$ cat config.mk
export PLATFORM = sky130hd
export DESIGN_NAME = pcm_codec_flat
export DESIGN_NICKNAME = d
export VERILOG_FILES = /design/src/rtl/pcm_codec_if.sv /design/src/rtl/pcm_codec.sv /design/src/flat_wrapper.sv
export SDC_FILE = /design/constraint.sdc
export NUM_CORES = 1
export LEC_CHECK = 0
export CAP_MARGIN = 30
export CORE_UTILIZATION = 46
export CTS_CLUSTER_DIAMETER = 40
export CTS_CLUSTER_SIZE = 12
export DETAILED_ROUTE_END_ITERATION = 7
export GPL_TIMING_DRIVEN = 0
export HOLD_SLACK_MARGIN = 0.06
export PLACE_DENSITY_LB_ADDON = 0.05
export SYNTH_ARGS = -nofsm -noshare
export SYNTH_HDL_FRONTEND = slang
export SYNTH_SLANG_ARGS = --single-unit
$ cat constraint.sdc
create_clock -name clk -period 1.08 [get_ports clk]
set_input_delay 0.324 -clock clk [delete_from_list [all_inputs] [get_ports clk]]
set_output_delay 0.324 -clock clk [all_outputs]
set_load 0.05 [all_outputs]
$ cat src/rtl/pcm_codec_if.sv
// rtl/pcm_codec_if.sv - encoder/decoder stream bundle for the pcm_codec block
//
// Signals:
//   enc_in        13  linear sample, sign-magnitude (bit 12 = sign, 11:0 = magnitude)
//   enc_valid      1  enc_in sampled on this clock edge
//   code_out       8  compressed code (bit 7 sign, 6:4 segment, 3:0 mantissa)
//   code_valid     1  code_out holds a new result this cycle
//   dec_in         8  compressed code, same format as code_out
//   dec_valid      1  dec_in sampled on this clock edge
//   dec_out       13  expanded linear sample, same format as enc_in
//   dec_out_valid  1  dec_out holds a new result this cycle
// Modports: slave = codec side, master = sample source/sink side.
interface pcm_codec_if;
  logic [12:0] enc_in;
  logic        enc_valid;
  logic [7:0]  code_out;
  logic        code_valid;
  logic [7:0]  dec_in;
  logic        dec_valid;
  logic [12:0] dec_out;
  logic        dec_out_valid;

  modport slave (
    input  enc_in, enc_valid, dec_in, dec_valid,
    output code_out, code_valid, dec_out, dec_out_valid
  );

  modport master (
    output enc_in, enc_valid, dec_in, dec_valid,
    input  code_out, code_valid, dec_out, dec_out_valid
  );
endinterface

$ cat src/rtl/pcm_codec.sv
// rtl/pcm_codec.sv - 13-segment A-law style PCM compressor/expander
//
// Ports:
//   clk  in   rising-edge clock for all registers
//   rst  in   asynchronous active-low reset (0 = reset asserted)
//   bus  pcm_codec_if.slave: encoder stream (enc_in/enc_valid -> code_out/code_valid)
//        and decoder stream (dec_in/dec_valid -> dec_out/dec_out_valid)
//
// Encoder and decoder are independent one-register pipelines. Results appear
// the cycle after their valid input is sampled; valid strobes last one cycle
// and data registers hold their last value while idle.
//
// Configuration macro: PCM_CODEC_ALT_INVERT_EN
//   defined   - codes on the line are XORed with 8'h55 (even-bit inversion),
//               applied after compression and undone before expansion.
//   undefined - plain codes.
module pcm_codec (
  input logic       clk,
  input logic       rst,
  pcm_codec_if.slave bus
);

`ifdef PCM_CODEC_ALT_INVERT_EN
  localparam logic [7:0] LINE_MASK = 8'h55;
`else
  localparam logic [7:0] LINE_MASK = 8'h00;
`endif

  // Segment is set by the position of the leading one; below 32 the
  // magnitude falls in the linear segment 0, which shares segment 1's step.
  function automatic logic [6:0] compress(input logic [11:0] m);
    logic [6:0] r;
    casez (m)
      12'b1???_????_????: r = {3'd7, m[10:7]};
      12'b01??_????_????: r = {3'd6, m[9:6]};
      12'b001?_????_????: r = {3'd5, m[8:5]};
      12'b0001_????_????: r = {3'd4, m[7:4]};
      12'b0000_1???_????: r = {3'd3, m[6:3]};
      12'b0000_01??_????: r = {3'd2, m[5:2]};
      12'b0000_001?_????: r = {3'd1, m[4:1]};
      default:            r = {3'd0, m[4:1]};
    endcase
    return r;
  endfunction

  // Reconstruct at the midpoint of the quantisation interval:
  // {1, mantissa, 1} equals 33 + 2*mantissa, scaled by the segment step.
  function automatic logic [11:0] expand(input logic [2:0] seg, input logic [3:0] mant);
    logic [11:0] base;
    logic [11:0] r;
    base = {6'd0, 1'b1, mant, 1'b1};
    if (seg == 3'd0) begin
      r = {7'd0, mant, 1'b1};
    end else begin
      r = base << (seg - 3'd1);
    end
    return r;
  endfunction

  logic [7:0]  enc_code;
  logic [7:0]  dec_code;
  logic [12:0] dec_lin;

  always_comb begin
    enc_code = {bus.enc_in[12], compress(bus.enc_in[11:0])} ^ LINE_MASK;
  end

  always_comb begin
    dec_code = bus.dec_in ^ LINE_MASK;
    dec_lin  = {dec_code[7], expand(dec_code[6:4], dec_code[3:0])};
  end

  logic [7:0]  code_q;
  logic        code_valid_q;
  logic [12:0] dec_q;
  logic        dec_valid_q;

  always_ff @(posedge clk or negedge rst) begin
    if (!rst) begin
      code_q       <= 8'd0;
      code_valid_q <= 1'b0;
    end else begin
      code_valid_q <= bus.enc_valid;
      if (bus.enc_valid) begin
        code_q <= enc_code;
      end
    end
  end

  always_ff @(posedge clk or negedge rst) begin
    if (!rst) begin
      dec_q       <= 13'd0;
      dec_valid_q <= 1'b0;
    end else begin
      dec_valid_q <= bus.dec_valid;
      if (bus.dec_valid) begin
        dec_q <= dec_lin;
      end
    end
  end

  assign bus.code_out      = code_q;
  assign bus.code_valid    = code_valid_q;
  assign bus.dec_out       = dec_q;
  assign bus.dec_out_valid = dec_valid_q;

endmodule

$ cat src/flat_wrapper.sv
// flat-port wrapper written by rule: the top's interface ports become plain ports
module pcm_codec_flat 
  (clk, rst, bus_enc_in, bus_enc_valid, bus_dec_in, bus_dec_valid, bus_code_out, bus_code_valid, bus_dec_out, bus_dec_out_valid);
  pcm_codec_if bus_i ();
  input logic clk;
  input logic rst;
  input wire logic [$bits(bus_i.enc_in)-1:0] bus_enc_in;
  input wire logic [$bits(bus_i.enc_valid)-1:0] bus_enc_valid;
  input wire logic [$bits(bus_i.dec_in)-1:0] bus_dec_in;
  input wire logic [$bits(bus_i.dec_valid)-1:0] bus_dec_valid;
  output wire logic [$bits(bus_i.code_out)-1:0] bus_code_out;
  output wire logic [$bits(bus_i.code_valid)-1:0] bus_code_valid;
  output wire logic [$bits(bus_i.dec_out)-1:0] bus_dec_out;
  output wire logic [$bits(bus_i.dec_out_valid)-1:0] bus_dec_out_valid;
  assign bus_i.enc_in = bus_enc_in;
  assign bus_i.enc_valid = bus_enc_valid;
  assign bus_i.dec_in = bus_dec_in;
  assign bus_i.dec_valid = bus_dec_valid;
  assign bus_code_out = bus_i.code_out;
  assign bus_code_valid = bus_i.code_valid;
  assign bus_dec_out = bus_i.dec_out;
  assign bus_dec_out_valid = bus_i.dec_out_valid;
  pcm_codec u_core (.clk(clk), .rst(rst), .bus(bus_i));
endmodule
# Word level (Yosys, flattened, before mapping)
# Index checks and enable logic that the tools add are counted.
# op_classes
n_addsub	1
n_eq_ne	6
n_shift	1
muxes	2
n_reduce_logical	1
# ops
op	count
case mux 7 bit (7 select lines)	1
two-way mux 12 bit	1
left shift 6 x 3 -> 12 bit	1
== test 7 x 1 -> 1 bit (second input constant)	1
== test 6 x 1 -> 1 bit (second input constant)	1
== test 5 x 1 -> 1 bit (second input constant)	1
== test 4 x 1 -> 1 bit (second input constant)	1
== test 3 x 1 -> 1 bit (second input constant)	1
logical NOT 3 bit	1
subtractor 3 x 1 -> 3 bit (second input constant)	1
== test 2 x 1 -> 1 bit (second input constant)	1
# totals
register_bits	23
in_bits	25
out_inout_bits	23
wordCells	15

# Logic depth before layout (Yosys ltp)
# depth
depth_word	3
mapped_depth	8
depth_no_buf	6

# Least setup slack after synthesis
# Ideal clock, no wire load.
# synth_path
path_type	input to register
startpoint	input bus_dec_in[4]
endpoint	register u_core.dec_q[8] (netlist: u_core.bus.dec_out[8])
setup_time_ns	0.141
t_arrival_ns	1.795
required_ns	0.939
path_slack_ns	-0.856
path_stages	8
path_buffers	2
path_cell_list	buf_2 inv_1 ha_1 buf_6 mux2_4 mux2_4 o21ai_1 a31oi_1
# synth_via
elab_chain_len	3
word_cells_on_any_way	4
classes_between	add/sub (1); shift (1); mux (1); reduce/logical (1)
# synth_lines
element	line	rtl
start, declared	flat_wrapper.sv:9	input wire logic [$bits(bus_i.dec_in)-1:0] bus_dec_in;
subtractor 3 x 1 -> 3 bit	pcm_codec.sv:55	r = base << (seg - 3'd1);
left shift 6 x 3 -> 12 bit	pcm_codec.sv:55	
two-way mux 12 bit (*)	pcm_codec.sv:52	if (seg == 3'd0) begin
end signal, assigned	pcm_codec.sv:97	dec_q <= dec_lin;
end, declared	pcm_codec.sv:75	logic [12:0] dec_q;
# Every way passes the cells marked *; elsewhere a longest branch is shown, timed or not.
# A chain may end at the register's enable or synchronous reset.

# Final worst setup path
# layout_path
startpoint	input bus_dec_in[1]
endpoint	register u_core.dec_q[4] (netlist: u_core.bus.dec_out[4])
# layout_via
elab_chain_len	2
# layout_lines
element	line
left shift 6 x 3 -> 12 bit	pcm_codec.sv:55
two-way mux 12 bit	pcm_codec.sv:52
# Every way passes these cells.

==> impl_results.md <==
* Outcome: finished, violations left
* Violated checks: setup timing
* Crit end category: register
* Crit-path most repeated cell: mux2_4
* Number of remaining DRC errors at 0
* Largest net degree at the start of global routing at 24
* Post-synth EDFFs at 0
* WP data arrival at 1.66 ns
* Clock Pin Slew Worst Setup and Hold Paths at 0.14 ns
* Setup WS post-layout at -0.362 ns
* Multiplexer area fraction after synthesis at 7.86%
* Slew Limit Headroom at 78.9%
* Share of layout cells above drive strength 1 at 42.4%
* CP delay by family, top: multiplexers
* First-pass GRT wire length at 6560 um
* Sequential area share after synthesis at 39.3%
* Clock sinks at 23
* Syn Nets at 192
* CTS tree: yes
* Period utilization at 134%
* Worst Hold Class: in2reg
* Crit path cell chain: clkdlybuf4s50_1 > mux2_4 > mux2_4 > mux2i_1 > o21ai_1
* Critical Path Slowest Stage Cell: clkdlybuf4s50_1
* Total CTS buffers at 3
* Area leader, netlist: dfrtp_1
* Detailed Route WL at 4670 um
* Synth Area in Simple Gates at 19.0%
* Core Area at 0.00303 sq mm
* Commonest non-fill, non-tap cells in the layout: 31 x buf_4, 29 x buf_6, 23 x dfrtp_1, 15 x nand2_1, 11 x nor2_1
* Worst Skew at 0 ns
* Startpoint types: input pin
* Chip Width at 58.4 um
* RSZ-0062 raised after global routing: true
* Max-Cap Viols at 0
* HPWL Detailed at 2840 um
* Initial antenna violation count at 0
* DRT iter0 DRCs at 107
* Post-synthesis xor/xnor area fraction at 1.20%
* GR Overflow Total at 0
* Clk_lat worst skew at 0.33 ns
* Last weighted congestion value of the routability-driven placer at 0.912
* Minimum clock period after layout at 1.44 ns
* Dpl cells at 249
* Cell leakage power at 1.12 nW
* Top cells by area, synth: dfrtp_1 39%, nand2_1 4.1%, nor2_1 3.6%, mux2_2 3.1%, a31oi_1 3.0%
* Critical path buffers and inverters at 1
* Prevailing post-synth register cell: dfrtp_1
* Slew @ Worst Pin at 0.317 ns
* Post-layout nets at 272
* Fillers at 197
* Initial Util at 48.4%
* Routed vias at 1621
* Full die area at 0.00341 sq mm
* Detailed Routing Iterations Pass 1 at 4
* H-tree Lvls at 1
* Cell area after synthesis at 0.00147 sq mm
* Wirelength per Cell at 16.3 um
* Commonest non-fill, non-tap cell in the layout: buf_4
* Yosys warns at 0
* #FFs+latches synth at 23
* Fin Hold WS at 0.302 ns
* CTS root buf: clkbuf_4
* Post-DRT Antenna Nets at 0
* Compound-Gate Fraction of Synth Area at 22.7%
* Fmax at 0.694 GHz
* Worst Path Required at 1.30 ns
* Clock Path Buffers at 2
* Peak supply drop at 633 uV
* Largest family of logic cells by synthesized area: compound AO/OA/AOI/OAI gates
* Post-Syn Instances at 164
* # IOs at 48
* Die Ht at 58.4 um
* Setup CP Type: in2reg
* # rows at 20
* Number of diodes at 0
* GRT Total Usage at 25.5%
* Final std cells w/o fill at 287
* Vias in the first global route at 1374
* Synth Area in Adders at 2.56%
* Vias per Instance at 5.65
* P per Cell Area at 1170 mW/mm^2
* Fin. max-slew vios at 0
* Avg Inst Size Synth at 8.93 sq um
* Fin. Hold Viols at 0
* P&R area growth vs syn at 67.5%
* Port Buffer Count at 41
* Share of the synthesized area in the top cell type at 39.3%
* Worst-path fanout max at 4
* Setup violators final at 35
* Synth cell types at 44
* CP max stage delay at 0.47 ns
* FFs w/ async S/R, synth at 100%
-- routing by layer --
layer	global-route usage (%)	wire length (um)	vias up
met5	0	0	-
met4	8.16	105	0
met3	4.62	358	13
met2	41.4	2380	80
met1	34.7	1820	781
li1	-	-	747
-- cell families (layout without fill, tap and decap cells) --
logic type / count (synthesis) / in the layout
and+or+nand+nor: 54 / 54
AOI/OAI and AO/OA: 50 / 50
DFF: 23 / 23
buffers and inverters: 22 / 101
muxes: 10 / 10
adders and majority gates: 3 / 3
xor gates and xnor gates: 2 / 2
-- Yosys cell counts (all sizes together), types with 2 or more instances --
master  count
a21oi       8
a22o        2
a22oi       2
a31oi       7
and3        2
buf         7
clkbuf      5
dfrtp      23
ha          3
inv        10
mux2        6
mux2i       4
nand2      16
nand2b      5
nand3       3
nand3b      4
nor2       14
nor2b       3
nor3        3
o211a       2
o211ai      4
o21ai      10
o21bai      2
o22ai       5
-- tightest hold or removal path, cell delays in order --
cell and delay (ns):
buf_12 0.12, inv_1 0.08, a31oi_1 0.08
-- flip-flops by register name (all words and copies together), names as in the netlist --
signal / count
u_core.bus.dec_out: 13
u_core.bus.dec_out_valid: 1
u_core.bus.code_valid: 1
u_core.bus.code_out: 8
-- where the power goes --
group | switching, mW | internal, mW | total, mW
Clock | 0.279 | 0.145 | 0.424
Combinational | 0.770 | 0.634 | 1.40
Sequential | 0.0752 | 0.959 | 1.03
-- what timing repair did --
| action | in CTS | in global routing |
|---|---|---|
| endpoints found under the setup margin | 67 | 37 |
| hold buffers | 0 | 1 |
| resized for setup | 214 | 11 |
| pin swaps | 17 | 12 |
| buffers inserted | 22 | 11 |
| hold endpoints to repair | 0 | 1 |
-- stage by stage --
step | worst slack, ns | total power [mW] | util [%] | cell area (sq um) | TNS, ns
floorplan | -0.651 | 1.73 | - | 1520 | -5.28
global placement | -1.30 | 2.10 | 65.5 | 1980 | -37.78
detailed placement | -1.34 | 2.12 | 65.5 | 1980 | -39.20
CTS | -0.418 | 2.73 | 76.8 | 2330 | -5.71
global route | -0.381 | 2.98 | 81.1 | 2450 | -7.21
finish | -0.362 | 2.86 | 81.1 | 2450 | -6.13
-- worst paths after layout --
| kind | startpoint | end | slack [ns] | cells after the start |
|---|---|---|---|---|
| worst max-delay path | bus_dec_in[1] | u_core.bus.dec_out[4]$_DFFE_PN0P_ | -0.36 | 5 |
| worst min-delay path | bus_enc_in[11] | u_core.bus.code_out[4]$_DFFE_PN0P_ | 0.30 | 3 |
| worst max register to register | u_core.bus.dec_out[5]$_DFFE_PN0P_ | u_core.bus.dec_out[5]$_DFFE_PN0P_ | 0.04 | 4 |
| worst min register to register | u_core.bus.code_out[7]$_DFFE_PN0P_ | u_core.bus.code_out[7]$_DFFE_PN0P_ | 0.55 | 1 |
| max in group asynchronous | rst | u_core.bus.dec_out[2]$_DFFE_PN0P_ | 0.25 | 3 |
| min in group asynchronous | rst | u_core.bus.dec_out[8]$_DFFE_PN0P_ | 0.47 | 2 |
-- cell type report --
class	instances	area (sq um)	share of cell area [%]
multi-input combinational	119	913	37.2
timing repair buffer	76	742	30.2
sequential	23	576	23.4
buffer	11	90.1	3.67
tap	44	55.1	2.24
inverter	10	52.6	2.14
clock buffer	4	26.3	1.07
Note: power is estimated with default switching activity, not from simulation.
